[config.mk]
export PLATFORM = sky130hd
export DESIGN_NAME = s3g_packet_sender
export DESIGN_NICKNAME = d
export VERILOG_FILES = /design/src/rtl/s3g_packet_sender_pkg.sv /design/src/rtl/s3g_packet_sender_crc8.sv /design/src/rtl/s3g_packet_sender.sv
export SDC_FILE = /design/constraint.sdc
export NUM_CORES = 1
export LEC_CHECK = 0
export ABC_AREA = 0
export CORE_MARGIN = 2
export CORE_UTILIZATION = 51
export DETAILED_ROUTE_END_ITERATION = 10
export PLACE_DENSITY_LB_ADDON = 0.05
export SYNTH_ARGS = -nofsm -noshare
export SYNTH_HDL_FRONTEND = slang
export SYNTH_SLANG_ARGS = --single-unit
export TNS_END_PERCENT = 5
[constraint.sdc]
create_clock -name clk -period 6.73 [get_ports clk]
set_input_delay 1.346 -clock clk [delete_from_list [all_inputs] [get_ports clk]]
set_output_delay 1.346 -clock clk [all_outputs]
set_load 0.005 [all_outputs]
[src/rtl/s3g_packet_sender_pkg.sv]
// Shared constants for the S3G packet sender: frame header, CRC8 polynomial,
// FSM state encodings and the byte-wise CRC8 update.
package s3g_packet_sender_pkg;

    localparam logic [7:0] S3G_HEADER = 8'hD5;
    localparam logic [7:0] CRC8_POLY  = 8'h8C;

    localparam logic [2:0] ST_IDLE     = 3'd0;
    localparam logic [2:0] ST_SEND_HDR = 3'd1;
    localparam logic [2:0] ST_SEND_LEN = 3'd2;
    localparam logic [2:0] ST_SEND_PAY = 3'd3;
    localparam logic [2:0] ST_SEND_CRC = 3'd4;
    localparam logic [2:0] ST_WAIT_TX  = 3'd5;
    localparam logic [2:0] ST_GAP      = 3'd6;

    // Maxim/iButton CRC8, reflected, one full byte per call.
    function automatic logic [7:0] crc8_update(input logic [7:0] crc, input logic [7:0] data);
        logic [7:0] c;
        c = crc ^ data;
        for (int i = 0; i < 8; i++) begin
            c = c[0] ? ((c >> 1) ^ CRC8_POLY) : (c >> 1);
        end
        return c;
    endfunction

endpackage

[src/rtl/s3g_packet_sender_crc8.sv]
// Byte-serial CRC8 accumulator with synchronous clear and enable.
module s3g_packet_sender_crc8
    import s3g_packet_sender_pkg::*;
(
    input  logic       clk,
    input  logic       rst_n,
    input  logic       clr_i,
    input  logic       en_i,
    input  logic [7:0] data_i,
    output logic [7:0] crc_o
);

    logic [7:0] crc_q, crc_d;

    always_comb begin
        crc_d = crc_q;
        if (clr_i) begin
            crc_d = 8'h00;
        end else if (en_i) begin
            crc_d = crc8_update(crc_q, data_i);
        end
    end

    always_ff @(posedge clk or negedge rst_n) begin
        if (!rst_n) begin
            crc_q <= 8'h00;
        end else begin
            crc_q <= crc_d;
        end
    end

    assign crc_o = crc_q;

endmodule

[src/rtl/s3g_packet_sender.sv]
// S3G framer: buffers a payload, then sends header, length, payload and CRC8
// one byte at a time over a tx_wr/tx_done UART handshake.
module s3g_packet_sender
    import s3g_packet_sender_pkg::*;
#(
    parameter int unsigned MAX_PAYLOAD = 64,
    parameter int unsigned ADDR_W      = 6,
    parameter logic [7:0]  HEADER      = S3G_HEADER,
    parameter int unsigned GAP_CYCLES  = 0
) (
    input  logic       clk,
    input  logic       rst_n,
    input  logic [7:0] wr_data,
    input  logic       wr_en,
    output logic       wr_full,
    input  logic       start,
    input  logic       abort,
    output logic       busy,
    output logic       done,
    output logic       err,
    output logic [7:0] count,
    output logic [7:0] tx_data,
    output logic       tx_wr,
    input  logic       tx_done
);

    localparam logic [7:0]  MaxCnt  = 8'(MAX_PAYLOAD);
    localparam logic [15:0] GapLast = (GAP_CYCLES == 0) ? 16'd0 : 16'(GAP_CYCLES - 1);

    logic [2:0]  state_q, state_d;
    logic [2:0]  sent_q, sent_d;
    logic [7:0]  count_q, count_d;
    logic [7:0]  len_q, len_d;
    logic [7:0]  idx_q, idx_d;
    logic [15:0] gap_cnt_q, gap_cnt_d;
    logic [7:0]  tx_data_q, tx_data_d;
    logic        tx_wr_q, tx_wr_d;
    logic        done_q, done_d;
    logic        err_q, err_d;

    logic [7:0] pay_mem_q [MAX_PAYLOAD];
    logic       mem_we;
    logic [7:0] pay_rd;
    logic       crc_clr, crc_en;
    logic [7:0] crc;
    logic [2:0] nxt_send;
    logic [7:0] nxt_byte;

    assign pay_rd = pay_mem_q[idx_q[ADDR_W-1:0]];

    s3g_packet_sender_crc8 u_crc8 (
        .clk    (clk),
        .rst_n  (rst_n),
        .clr_i  (crc_clr),
        .en_i   (crc_en),
        .data_i (tx_data_q),
        .crc_o  (crc)
    );

    // Which byte follows the one last issued, and its value.
    always_comb begin
        case (sent_q)
            ST_SEND_HDR: nxt_send = ST_SEND_LEN;
            ST_SEND_LEN: nxt_send = (len_q == 8'd0) ? ST_SEND_CRC : ST_SEND_PAY;
            ST_SEND_PAY: nxt_send = (idx_q == len_q) ? ST_SEND_CRC : ST_SEND_PAY;
            default:     nxt_send = ST_SEND_CRC;
        endcase
        case (nxt_send)
            ST_SEND_LEN: nxt_byte = len_q;
            ST_SEND_PAY: nxt_byte = pay_rd;
            default:     nxt_byte = crc;
        endcase
    end

    always_comb begin
        state_d   = state_q;
        sent_d    = sent_q;
        count_d   = count_q;
        len_d     = len_q;
        idx_d     = idx_q;
        gap_cnt_d = gap_cnt_q;
        tx_data_d = tx_data_q;
        tx_wr_d   = 1'b0;
        done_d    = 1'b0;
        err_d     = err_q;
        mem_we    = 1'b0;
        crc_clr   = 1'b0;
        crc_en    = 1'b0;

        if (abort) begin
            state_d = ST_IDLE;
            count_d = 8'd0;
            idx_d   = 8'd0;
            crc_clr = 1'b1;
        end else begin
            case (state_q)
                ST_IDLE: begin
                    if (start) begin
                        len_d     = count_q;
                        idx_d     = 8'd0;
                        gap_cnt_d = 16'd0;
                        crc_clr   = 1'b1;
                        err_d     = wr_en;
                        state_d   = ST_SEND_HDR;
                        sent_d    = ST_SEND_HDR;
                        tx_wr_d   = 1'b1;
                        tx_data_d = HEADER;
                    end else if (wr_en) begin
                        if (count_q == MaxCnt) begin
                            err_d = 1'b1;
                        end else begin
                            mem_we  = 1'b1;
                            count_d = count_q + 8'd1;
                        end
                    end
                end
                ST_SEND_HDR, ST_SEND_LEN, ST_SEND_CRC: state_d = ST_WAIT_TX;
                ST_SEND_PAY: begin
                    state_d = ST_WAIT_TX;
                    crc_en  = 1'b1;
                    idx_d   = idx_q + 8'd1;
                end
                ST_WAIT_TX: begin
                    if (tx_done) begin
                        if (sent_q == ST_SEND_CRC) begin
                            done_d  = 1'b1;
                            count_d = 8'd0;
                            state_d = ST_IDLE;
                        end else if (GAP_CYCLES > 0) begin
                            gap_cnt_d = 16'd0;
                            state_d   = ST_GAP;
                        end else begin
                            state_d   = nxt_send;
                            sent_d    = nxt_send;
                            tx_wr_d   = 1'b1;
                            tx_data_d = nxt_byte;
                        end
                    end
                end
                ST_GAP: begin
                    if (gap_cnt_q == GapLast) begin
                        state_d   = nxt_send;
                        sent_d    = nxt_send;
                        tx_wr_d   = 1'b1;
                        tx_data_d = nxt_byte;
                    end else begin
                        gap_cnt_d = gap_cnt_q + 16'd1;
                    end
                end
                default: state_d = ST_IDLE;
            endcase
            if (state_q != ST_IDLE && (start || wr_en)) begin
                err_d = 1'b1;
            end
        end
    end

    always_ff @(posedge clk or negedge rst_n) begin
        if (!rst_n) begin
            state_q   <= ST_IDLE;
            sent_q    <= ST_IDLE;
            count_q   <= 8'd0;
            len_q     <= 8'd0;
            idx_q     <= 8'd0;
            gap_cnt_q <= 16'd0;
            tx_data_q <= 8'd0;
            tx_wr_q   <= 1'b0;
            done_q    <= 1'b0;
            err_q     <= 1'b0;
        end else begin
            state_q   <= state_d;
            sent_q    <= sent_d;
            count_q   <= count_d;
            len_q     <= len_d;
            idx_q     <= idx_d;
            gap_cnt_q <= gap_cnt_d;
            tx_data_q <= tx_data_d;
            tx_wr_q   <= tx_wr_d;
            done_q    <= done_d;
            err_q     <= err_d;
        end
    end

    // Payload storage needs no reset; count_q defines which entries are valid.
    always_ff @(posedge clk) begin
        if (mem_we) begin
            pay_mem_q[count_q[ADDR_W-1:0]] <= wr_data;
        end
    end

    assign wr_full = (count_q == MaxCnt);
    assign busy    = (state_q != ST_IDLE);
    assign done    = done_q;
    assign err     = err_q;
    assign count   = count_q;
    assign tx_data = tx_data_q;
    assign tx_wr   = tx_wr_q;

endmodule

# Yosys cells after proc, flatten, opt, wreduce, memory -nomap -nowiden
# Memories as Yosys holds them, arrays and structs flattened.
# Cells that the tools add are included.
# totals
mem_bits_rw	512
latchBits	0
output_inout_bits	21
mem_count	1
mem_bits_ro	0
in_bits	14
register_bits	65
# classes
n_reduce_logical	22
div_mod_pow	0
n_lt_le_gt_ge	0
addsub	3
eq_ne	26
shifts	0
mul	0
muxes	67
n_bitwise	10
# mem_list
memory	words	width	rd	rd_clocked_by_memory_dff	write_ports	line	source
pay_mem_q	64	8	1	0	1	s3g_packet_sender.sv:41	logic [7:0] pay_mem_q [MAX_PAYLOAD];
# op_table
cell	count
8-bit two-way mux	22
8-bit one-hot mux with 2 select lines	3
16-bit two-way mux	2
16-bit one-hot mux with 2 select lines	1
3-bit two-way mux	9
1-bit two-way mux	25
2-bit inverter with 3-bit output	8
8-bit one-hot mux with 3 select lines	1
3-bit != test (second input constant)	7
3-bit by 2-bit == test with 1-bit output (second input constant)	6
3-bit one-hot mux with 3 select lines	2
3-bit nonzero test	6
16-bit by 1-bit adder with 16-bit output (second input constant)	1
8-bit by 1-bit adder with 8-bit output (second input constant)	2
16-bit logical NOT	1
3-bit == test (second input constant)	4
3-bit one-hot mux with 4 select lines	1
6-bit AND reduction	2
2-bit != test (second input constant)	5
8-bit by 7-bit == test with 1-bit output (second input constant)	1
8-bit == test	1
8-bit logical NOT	1
4-bit AND reduction	2
8-bit bitwise XOR	1
other kinds (10)	14

# Logic depth before layout (Yosys ltp)
# depth
ltp_word	19
ltp_mapped	11
ltp_nobuf	8

# Modules after synthesis
# From an unflattened synthesis, not the netlist that was laid out.
# unflattened
cells_unflattened	1424
area_unflattened_um2	24090.6
# modules_own_cells
module	area_each_um2	seq_area_each_um2	instances	cells_each
s3g_packet_sender	23470.0	16801.1	1	1369
s3g_packet_sender_crc8	620.6	200.2	1	55

# Least setup slack after synthesis
# OpenSTA, ideal clock, no wires.
# synth_path
kind	in2reg
start	input port start
end	memory pay_mem_q[52][0], enable pin
slack_ps	3749
t_required_ps	6360
arrival_ps	2610
stages	6
path_buffers	1
path_cell_list	nor2_1 -> and4b_1 -> buf_2 -> and2b_1 -> nand3_1 -> nor2_1
# synth_between
elab_chain_len	5
# synth_lines
item	line	source
from (decl)	s3g_packet_sender.sv:16	input logic start,
1-bit two-way mux	s3g_packet_sender.sv:98	if (start) begin
1-bit two-way mux	s3g_packet_sender.sv:96	case (state_q)
1-bit two-way mux	s3g_packet_sender.sv:90	if (abort) begin
1-bit two-way mux	s3g_packet_sender.sv:186	if (mem_we) begin
1-bit two-way mux (not written as such)	s3g_packet_sender.sv:187	pay_mem_q[count_q[ADDR_W-1:0]] <= wr_data;
to (decl)	s3g_packet_sender.sv:41	
# No other way between the ends.

# Worst setup path in the final report
# layout_path
start	input port abort
end	memory pay_mem_q[16][2], enable pin
# layout_between
elab_chain_len	3
# layout_lines
item	line	source
from (decl)	s3g_packet_sender.sv:17	input logic abort,
1-bit two-way mux	s3g_packet_sender.sv:90	
1-bit two-way mux	s3g_packet_sender.sv:186	
1-bit two-way mux (not written as such)	s3g_packet_sender.sv:187	
# No other way between the ends.

==> flow_summary.ini <==
[sta]
maxSlewViolCount = 0
finalHoldViolCount = 0
max_freq_mhz = 234
setup_violations = 0
min_period_over_period_pct = 63.4
max_slew_margin_pct = 30.0
rsz0062_at_grt = false
skew_ns = 0.0276
min_period_ns = 4.27
worst_pin_slew_ns = 1.05
fin_tns_setup_ns = 0

[power_and_ir_drop]
powerDensity_nw_per_um2 = 298
ir_drop_mv = 0.226
p_leak_nw = 8.28

[synth]
synthXorXnorAreaFrac_pct = 1.83
synth.avg_cell_area_um2 = 17.5
synth.distinct_cells = 68
ys_seq_elements = 577
synthFlopType = edfxtp_1
synth_compound_area_share_pct = 4.56
yosys.area_share.adder_pct = 0.264
synth_top_family_by_area = multiplexers
synth_top_area_share_pct = 64.8
synth_top_area_cell = edfxtp_1
synth_area_leaders = edfxtp_1, mux4_2, dfrtp_1
ys_seq_area_share_pct = 71.7
synth_edf_count = 512
yosysWarnings = 0
syn_inst = 1357
synth-simple-area-share_pct = 5.30
synthMuxAreaShare_pct = 14.2
syn_area_um2 = 23700
synth_nets = 1376
async_flop_share_pct = 11.3

[clock_tree]
htreeDepth = 2
clk_pin_slew_ns = 0.06
clock_path_buffers = 3
cts_tree = yes
cts_setup_buffers = 0
clkLatencyLatePin_ns = 0.63
clockRootBuffer = clkbuf_16
cts_buffers = 59
cts_sinks = 577
ctsResizeCount = 0
holdBufCountCts = 0

[global_route]
grt_max_degree = 76
grt_pass1_wl_um = 84700
grt_pass1_vias = 12510
grt_usage_pct = 24.7
antenna_found_initial = 2
grt-ovfl-total = 0

[placed_design]
dp.final_hpwl_um = 34700
gp_congestion = 0.831
dpl_cell_area_um2 = 24500
port_buffers = 34

[detailed_routing]
avgRoutedWirePerCell_um = 28.6
vias = 12422
drt-initial-drc-count = 1198
wirelength_um = 58500
post_drt_via_cell_ratio = 6.07
dr.pass1.iters = 7
antenna_left = 0
drc = 0

[worst_hold_path]
hold_class = reg -> reg
hold_path_depth = 1
min_to = err$_DFFE_PN0P_
min_from = err$_DFFE_PN0P_

[final_layout]
layout_common_cells = edfxtp_1, nor2_1, mux2i_1, mux4_2
drive_gt1_share_pct = 17.9
syn2layout_area_growth_pct = 12.1
num-fill-cells = 3531
nets = 1406
final_common_cell = edfxtp_1
design_area_um2 = 26600
multiInputGateArea_um2 = 6220
ff_latch_area_um2 = 17000

[floorplanning]
die_w_um = 220
initial_utilization_pct = 51.3
die_h_um = 220
core-area_um2 = 46300
dieArea_um2 = 48200
rows = 79
io_pins = 35

[setup_path]
worst_r2r_startpoint = count[4]$_DFFE_PN0P_
endpoint_kind = flop
cp_max_fo = 24
rr_worst_depth = 6
arrival_ns = 4.52
crit_type = in -> reg
setup.worst_path.start_class = input port
ff2ff_setup_slack_ns = 2.95
worstReg2RegEnd = pay_mem_q[16][2]$_DFFE_PP_
critPathRequiredTime_ns = 6.98

[job]
maxCapViolCount = 0

[outcome]
status = completed
## layout make-up
cell class                      instances  area share (%)
Multi-Input combinational cell        687            23.4
Sequential cell                       577            64.0
Antenna cell                            1         0.00941
Timing Repair Buffer                   45            1.59
Clock inverter                         43            2.02
Tap cell                              607            2.86
Inverter                               17           0.240
Clock buffer                           68            5.92
## Yosys cell counts (10+ instances only)
cell        n
a21oi_1    37
a22oi_1    24
buf_2      22
buf_4      19
clkbuf_1   24
dfrtp_1    65
edfxtp_1  512
inv_1      17
mux2_2     20
mux2i_1    99
mux4_2     96
nand2_1    52
nand3_1    30
nor2_1    106
nor2b_1    14
nor3_1     10
o21ai_0    28
xnor2_1    25
xor2_1     22
## cell families after synthesis
family	count (synthesis)
buffers and inverters	93
multiplexers	215
adder cells (fa/ha/maj)	5
XOR/XNOR	48
AND/OR/NAND/NOR	263
AO/OA/AOI/OAI	156
flip-flops	577
## worst max-delay path by stage
| stage | start | to | slack, ns | depth (start not counted) |
|---|---|---|---|---|
| finish | abort | pay_mem_q[16][2]$_DFFE_PP_ | 2.46 | 5 |
| global route | abort | pay_mem_q[51][2]$_DFFE_PP_ | 2.32 | 5 |
| CTS | abort | pay_mem_q[16][4]$_DFFE_PP_ | 2.49 | 5 |
| detailed placement | abort | pay_mem_q[16][5]$_DFFE_PP_ | 1.84 | 5 |
| global placement | abort | pay_mem_q[17][3]$_DFFE_PP_ | 1.93 | 5 |
| floorplan | start | pay_mem_q[52][0]$_DFFE_PP_ | 3.75 | 6 |
## critical path: stages
cell,delay (ns)
clkdlybuf4s50_1,0.84
and4b_1,0.87
and2b_1,0.38
nand3b_1,0.38
nor2_1,0.68
## report_power, final
group	total, mW	switching (mW)	internal [mW]	leakage, nW
registers	3.98	0.0502	3.93	5.47
logic	0.433	0.269	0.164	1.79
clock network	3.50	1.39	2.11	1.02
total	7.91	1.71	6.20	8.28
## stage by stage
stage | util, % | hold WS (ns) | cells | total power, mW | setup WS (ns)
6_report | 57.5 | 0.508 | 2045 | 7.91 | 2.46
5_1_grt | 57.5 | 0.538 | 2044 | 8.16 | 2.32
4_1_cts | 57.5 | 0.513 | 2044 | 7.97 | 2.49
3_5_place_dp | 52.9 | 0.499 | 1933 | 4.49 | 1.84
3_3_place_gp | 52.9 | 0.503 | 1933 | 4.49 | 1.93
2_1_floorplan | - | 0.491 | 1357 | 4.30 | 3.75
## routing by layer
| metal | global-route usage (%) | share of wire, % | vias up | routed length, um |
|---|---|---|---|---|
| met5 | 0 | 0.026 | - | 15 |
| met4 | 9.24 | 3.5 | 2 | 2050 |
| met3 | 5.47 | 6.8 | 115 | 3990 |
| met2 | 38.3 | 47 | 427 | 27400 |
| met1 | 34.7 | 43 | 6427 | 25000 |
| li1 | - | - | 5451 | - |
## flip-flops by register name, indices dropped and copies added, names as in the netlist
signal,count
err,1
tx_data,8
u_crc8.crc_o,8
pay_mem_q,512
state_q,3
count,8
idx_q,8
len_q,8
done,1
sent_q,3
gap_cnt_q,16
tx_wr,1
No activity file was read; power rests on OpenSTA's default activity.
